`src/rtl/wavetable_pkg.sv`:
```
// Shared constants and state encoding for the wavetable loader.
package wavetable_pkg;

    localparam int unsigned WT_LENGTH    = 4096;
    localparam int unsigned WT_BITDEPTH  = 16;
    localparam int unsigned WT_NUM_BANKS = 4;
    localparam int unsigned WT_ADDR_W    = 12;
    localparam int unsigned WT_BANK_W    = 2;

    typedef enum logic [2:0] {
        StIdle,
        StBank,
        StLo,
        StHi,
        StWrite,
        StCsum,
        StFinish
    } wt_state_e;

endpackage

```
`src/rtl/wavetable_loader.sv`:
```
// Byte-stream to wavetable RAM writer: bank byte, then LENGTH little-endian 16-bit samples.
// Optional trailing checksum byte when WAVETABLE_LOADER_CHECKSUM_EN is defined.
module wavetable_loader
    import wavetable_pkg::*;
#(
    parameter int unsigned LENGTH    = WT_LENGTH,
    parameter int unsigned BITDEPTH  = WT_BITDEPTH,
    parameter int unsigned NUM_BANKS = WT_NUM_BANKS
) (
    input  logic                                         Clk,
    input  logic                                         Reset_n,
    input  logic                                         Load_Start,
    input  logic [7:0]                                   In_Data,
    input  logic                                         In_Valid,
    output logic                                         In_Ready,
    output logic                                         Wr_En,
    output logic [$clog2(NUM_BANKS)+$clog2(LENGTH)-1:0]  Wr_Addr,
    output logic [BITDEPTH-1:0]                          Wr_Data,
    output logic                                         Busy,
    output logic                                         Done,
    output logic                                         Error
);

    localparam int unsigned IDX_W  = $clog2(LENGTH);
    localparam int unsigned BANK_W = $clog2(NUM_BANKS);
    localparam logic [IDX_W-1:0] LAST_IDX = IDX_W'(LENGTH - 1);

    wt_state_e                   state_q, state_d;
    logic [IDX_W-1:0]            index_q, index_d;
    logic [BANK_W-1:0]           bank_q, bank_d;
    logic [7:0]                  low_q, low_d;
    logic [BANK_W+IDX_W-1:0]     addr_q, addr_d;
    logic [BITDEPTH-1:0]         data_q, data_d;
    logic                        xfer;

    assign In_Ready = (state_q == StBank) || (state_q == StLo) || (state_q == StHi)
                      || (state_q == StCsum);
    assign xfer     = In_Valid && In_Ready;
    assign Wr_En    = (state_q == StWrite);
    assign Busy     = (state_q != StIdle);
    assign Done     = (state_q == StFinish);
    assign Wr_Addr  = addr_q;
    assign Wr_Data  = data_q;

    always_comb begin
        state_d = state_q;
        index_d = index_q;
        bank_d  = bank_q;
        low_d   = low_q;
        addr_d  = addr_q;
        data_d  = data_q;
        unique case (state_q)
            StIdle: begin
                if (Load_Start) begin
                    state_d = StBank;
                    index_d = '0;
                end
            end
            StBank: begin
                if (xfer) begin
                    bank_d  = In_Data[BANK_W-1:0];
                    state_d = StLo;
                end
            end
            StLo: begin
                if (xfer) begin
                    low_d   = In_Data;
                    state_d = StHi;
                end
            end
            StHi: begin
                if (xfer) begin
                    data_d  = BITDEPTH'({In_Data, low_q});
                    addr_d  = {bank_q, index_q};
                    state_d = StWrite;
                end
            end
            StWrite: begin
                if (index_q == LAST_IDX) begin
`ifdef WAVETABLE_LOADER_CHECKSUM_EN
                    state_d = StCsum;
`else
                    state_d = StFinish;
`endif
                end else begin
                    index_d = index_q + 1'b1;
                    state_d = StLo;
                end
            end
`ifdef WAVETABLE_LOADER_CHECKSUM_EN
            StCsum: begin
                if (xfer) begin
                    state_d = StFinish;
                end
            end
`endif
            StFinish: state_d = StIdle;
            default:  state_d = StIdle;
        endcase
    end

    always_ff @(posedge Clk or negedge Reset_n) begin
        if (!Reset_n) begin
            state_q <= StIdle;
            index_q <= '0;
            bank_q  <= '0;
            low_q   <= '0;
            addr_q  <= '0;
            data_q  <= '0;
        end else begin
            state_q <= state_d;
            index_q <= index_d;
            bank_q  <= bank_d;
            low_q   <= low_d;
            addr_q  <= addr_d;
            data_q  <= data_d;
        end
    end

`ifdef WAVETABLE_LOADER_CHECKSUM_EN
    logic [7:0] sum_q, sum_d;
    logic       error_q, error_d;

    // Sum covers the bank byte and every sample byte, not the checksum byte itself.
    always_comb begin
        sum_d   = sum_q;
        error_d = error_q;
        if ((state_q == StIdle) && Load_Start) begin
            sum_d   = '0;
            error_d = 1'b0;
        end else if (xfer && (state_q != StCsum)) begin
            sum_d = sum_q + In_Data;
        end else if (xfer && (In_Data != sum_q)) begin
            error_d = 1'b1;
        end
    end

    always_ff @(posedge Clk or negedge Reset_n) begin
        if (!Reset_n) begin
            sum_q   <= '0;
            error_q <= 1'b0;
        end else begin
            sum_q   <= sum_d;
            error_q <= error_d;
        end
    end

    assign Error = error_q;
`else
    assign Error = 1'b0;
`endif

endmodule

```
`config.mk`:
```
export PLATFORM = sky130hd
export DESIGN_NAME = wavetable_loader
export DESIGN_NICKNAME = d
export VERILOG_FILES = /design/src/rtl/wavetable_pkg.sv /design/src/rtl/wavetable_loader.sv
export SDC_FILE = /design/constraint.sdc
export NUM_CORES = 1
export LEC_CHECK = 0
export CAP_MARGIN = 20
export CORE_MARGIN = 4
export CORE_UTILIZATION = 40
export CTS_CLUSTER_SIZE = 16
export DETAILED_ROUTE_END_ITERATION = 8
export GPL_ROUTABILITY_DRIVEN = 0
export PLACE_DENSITY = 0.72
export SYNTH_ARGS = -nofsm -noshare
export SYNTH_HDL_FRONTEND = slang
export SYNTH_SLANG_ARGS = --single-unit
```
`constraint.sdc`:
```
create_clock -name Clk -period 5 [get_ports Clk]
set_input_delay 1.25 -clock Clk [delete_from_list [all_inputs] [get_ports Clk]]
set_output_delay 1.25 -clock Clk [all_outputs]
set_load 0.005 [all_outputs]
```
# Word-level counts from Yosys, hierarchy flattened

Cells that the tools add are included.
W data, S select, Z words.

Flip-flop bits (word level): 55
Bits of input ports: 12

Add/sub/neg operators: 1
Equal/unequal tests: 12
Mux-type cells: 9
Reduce and logical (&&, ||, !) cells: 12

Operators with widths:

| operator                | count |
|---|---|
| $mux W12                | 2 |
| $pmux W12 S2            | 1 |
| $mux W3                 | 5 |
| $pmux W3 S5             | 1 |
| $add A12 B1 Y12 const B | 1 |
| $eq A12 B12 Y1 const B  | 1 |
| $ne A2 B2 Y1 const B    | 5 |
| $eq A3 B3 Y1 const B    | 3 |
| $eq A3 B2 Y1 const B    | 2 |
| $reduce_and A2 Y1       | 3 |
| $reduce_and A4 Y1       | 1 |
| $eq A3 B1 Y1 const B    | 1 |
| $logic_not A3 Y1        | 1 |
| $logic_or A1 B1 Y1      | 3 |
| $reduce_and A3 Y1       | 1 |
| $reduce_bool A3 Y1      | 1 |
| $reduce_bool A2 Y1      | 1 |
| $logic_and A1 B1 Y1     | 1 |

# Logic depth before layout (Yosys ltp)

Depth in word-level cells: 7
Mapped depth: 6
Mapped depth without buffers: 5

# Worst setup path before layout

Ideal clock, no wire load.

Path kind: register to output
From: register state_q[1]
To: output port Wr_En
Arrival time: 1,149 ps
Slack: 2,601 ps
Stages on the path, launching flop included: 5
Buffers on the path: 2
Cells stage by stage: dfrtp_1 -> buf_2 -> or3b_1 -> inv_1 -> buf_2

Longest elaborated chain between the ends: 1

RTL lines:

| what                   | RTL line                | text |
|---|---|---|
| from (decl)            | wavetable_loader.sv:28  | `wt_state_e state_q, state_d;` |
| from (signal assigned) | wavetable_loader.sv:104 | `state_q <= StIdle;` |
| from (signal assigned) | wavetable_loader.sv:111 | `state_q <= state_d;` |
| $eq A3 B3 Y1           | wavetable_loader.sv:39  | `assign Wr_En = (state_q == StWrite);` |
| to (decl)              | wavetable_loader.sv:16  | `output logic Wr_En,` |

Every way passes these cells.

# Worst setup path in the final report

Same ends and word-level chain as after synthesis.

==> results.toml <==
[run_status]
status = "finished clean"

[logic_synthesis]
synth.avg_cell_area_sq_um = 12.6
synth_area_sq_um = 2370
synth_cell_types = 36
ys_ff_latch = 55
seq_area_frac_synth_pct = 58.0
syn_inst = 189
yosys_warnings = 0
syn-num-nets = 202

[sta]
tightest_slew_ps = 909
hold_violations = 0
slew_headroom_pct = 38.9
setup_viol = 0
finClkSkew_ps = 10.2
tns_ps = 0
slew_viol_final = 0
rsz0062_at_grt = "no"
fmax_mhz = 279
period_needed_ps = 3580
finalCritPeriodShare_pct = 71.7

[setup_path]
cp.arrival_ps = 2330
critPathCaptureType = "output port"
r2r_start = "index_q[0]"
required_ps = 3750
critPathKind = "flip-flop to output port"
cp-start-kind = "flip-flop"
critPathMaxFanout = 13
crit_path_start = "state_q[1]"

[floorplan]
num_rows = 27
die_y_um = 85.0
initial_core_util_pct = 42.1
core_sq_um = 5640
die_x_um = 85.0
ios = 47
dieArea_sq_um = 7230

[drt]
detail-route-antenna-nets = 0
drt-vias-per-instance = 5.30
drtIter0Drc = 69
drtPass1Iterations = 4
routed_wl_um = 4610
routedWlPerCell_um = 15.1
drc = 0
vias = 1623

[finish]
design_area_sq_um = 2970
syn_to_final_growth_pct = 25.1
final_cells = 306
fin_nets = 246
layout-drive-gt1-share_pct = 21.8
antenna_cells = 0

[clock_tree]
cts_num_sinks = 55
post_cts_buffers = 0
htree_levels = 2
clk_latency_ps = 310
ctsHoldBuffers = 0
post_cts_resized = 0
clk_pin_slew_ps = 100
clk_root_buffer_cell = "clkbuf_8"
cts_buffers = 5
cts_buffer_depth = 2
cts_tree = "done"

[grt]
grt_pass1_vias = 1699
grt_max_degree = 56
track_usage_pct = 14.0
antenna_found_initial = 0
gr-total-overflow = 0
grt_pass1_wl_um = 8050

[power]
ir_worst_vdd_mv = 0.225
p_leak_uw = 0.00126
power.density_nw_per_um2 = 512

[placement]
io_buffers = 45
dpl_cell_area_sq_um = 2880
hpwl_um = 3220
place_inst = 298

[job]
cap_violations = 0

[hold_path]
hold_class = "flip-flop to flip-flop"
min_from = "Wr_Addr[4]"
-- report_power, final --
part / internal, uW / switching, uW / leakage (uW) / total [uW]
clock network: 114 / 137 / 0.0000484 / 251
registers: 611 / 110 / 0.000702 / 721
logic: 356 / 192 / 0.000508 / 548
-- critical path: stages (launching register included) --
cell,delay [ps]
dfrtp_1,490
or3b_1,590
inv_1,360
clkdlybuf4s50_1,580
-- state kept, by name, summed over array words and instances, names as in the netlist --
name     flops
index_q     12
state_q      3
low_q        8
Wr_Data     16
bank_q       2
Wr_Addr     14
-- synth_stat cells, drive strengths merged --
library cell,instances,area [sq um]
a211o,1,8.76
a211oi,1,7.51
a21o,2,15.0
a21oi,1,5.00
a31oi,6,37.5
a41oi,1,8.76
and2,1,6.26
and3,2,13.8
and4,2,17.5
buf,7,37.5
clkbuf,3,11.3
conb,1,3.75
dfrtp,55,1380
ha,1,12.5
inv,6,22.5
mux2,38,428
mux2i,2,20.0
nand2,10,37.5
nand3,6,42.5
nand4,5,31.3
nor2,5,18.8
nor3,4,20.0
nor3b,1,7.51
nor4,1,12.5
o21ai,13,65.1
o22ai,1,6.26
o31ai,6,45.0
or3,1,6.26
or3b,1,8.76
or4,3,22.5
xnor2,1,8.76
xor2,1,8.76
-- logic make-up after synthesis --
kind of cell | after synthesis | synth area share (%)
other | 1 | 0.158
AND/OR/NAND/NOR | 42 | 10.3
XOR/XNOR | 2 | 0.738
buffers and inverters | 16 | 3.00
AO/OA/AOI/OAI | 32 | 8.38
adder cells (fa/ha/maj) | 1 | 0.527
flip-flops | 55 | 58.0
multiplexers | 40 | 18.9
-- final timing paths --
| check | depth (start not counted) | end | slack, ps |
|---|---|---|---|
| worst max-delay path | 3 | Wr_En | 1420 |
| worst min-delay path | 2 | Wr_Addr[4] | 490 |
| worst max register to register | 5 | index_q[9] | 2620 |
| worst min register to register | 2 | Wr_Addr[4] | 490 |
| max in group asynchronous | 2 | index_q[4] | 3500 |
| min in group asynchronous | 2 | Wr_Addr[12] | 1050 |
-- cell usage in the layout (no fill, tap or decap), types with 2 or more instances in the layout --
cell and instances:
o21ai_0 12, or4_1 3, and4_1 2, buf_4 2, nand3_1 5, clkbuf_8 6
clkdlybuf4s50_1 44, nand4_1 5, nand2_1 10, nor2_1 5, nor3_1 4, dfrtp_1 55
mux2_2 38, a31oi_1 6, inv_1 6, mux2i_1 2, a21o_1 2, o31ai_1 6
-- layout make-up --
cell class | instances | area [sq um]
fill | 490 | 2670
timing repair buffer | 47 | 460
clock buffer | 7 | 86.3
inverter | 6 | 22.5
clock inverter | 1 | 8.76
tap | 72 | 90.1
sequential | 55 | 1380
multi-input combinational | 118 | 926
-- metal layers --
metal	vias up	GRT usage, %	share of wire, %
met2	47	22.0	47
li1	775	-	-
met1	792	18.0	46
met3	9	3.88	5.0
met5	-	0	0
met4	0	6.47	2.4
-- metrics by stage --
stage	power (uW)	setup slack, ps	hold slack (ps)	utilization (%)
finish	1520	1420	487	52.7
global route	1640	1290	512	52.7
CTS	1540	1430	495	52.7
detailed placement	1290	1790	475	51.0
global placement	1270	1840	469	51.0
floorplan	992	2600	473	-
No activity file was read; power rests on OpenSTA's default activity.
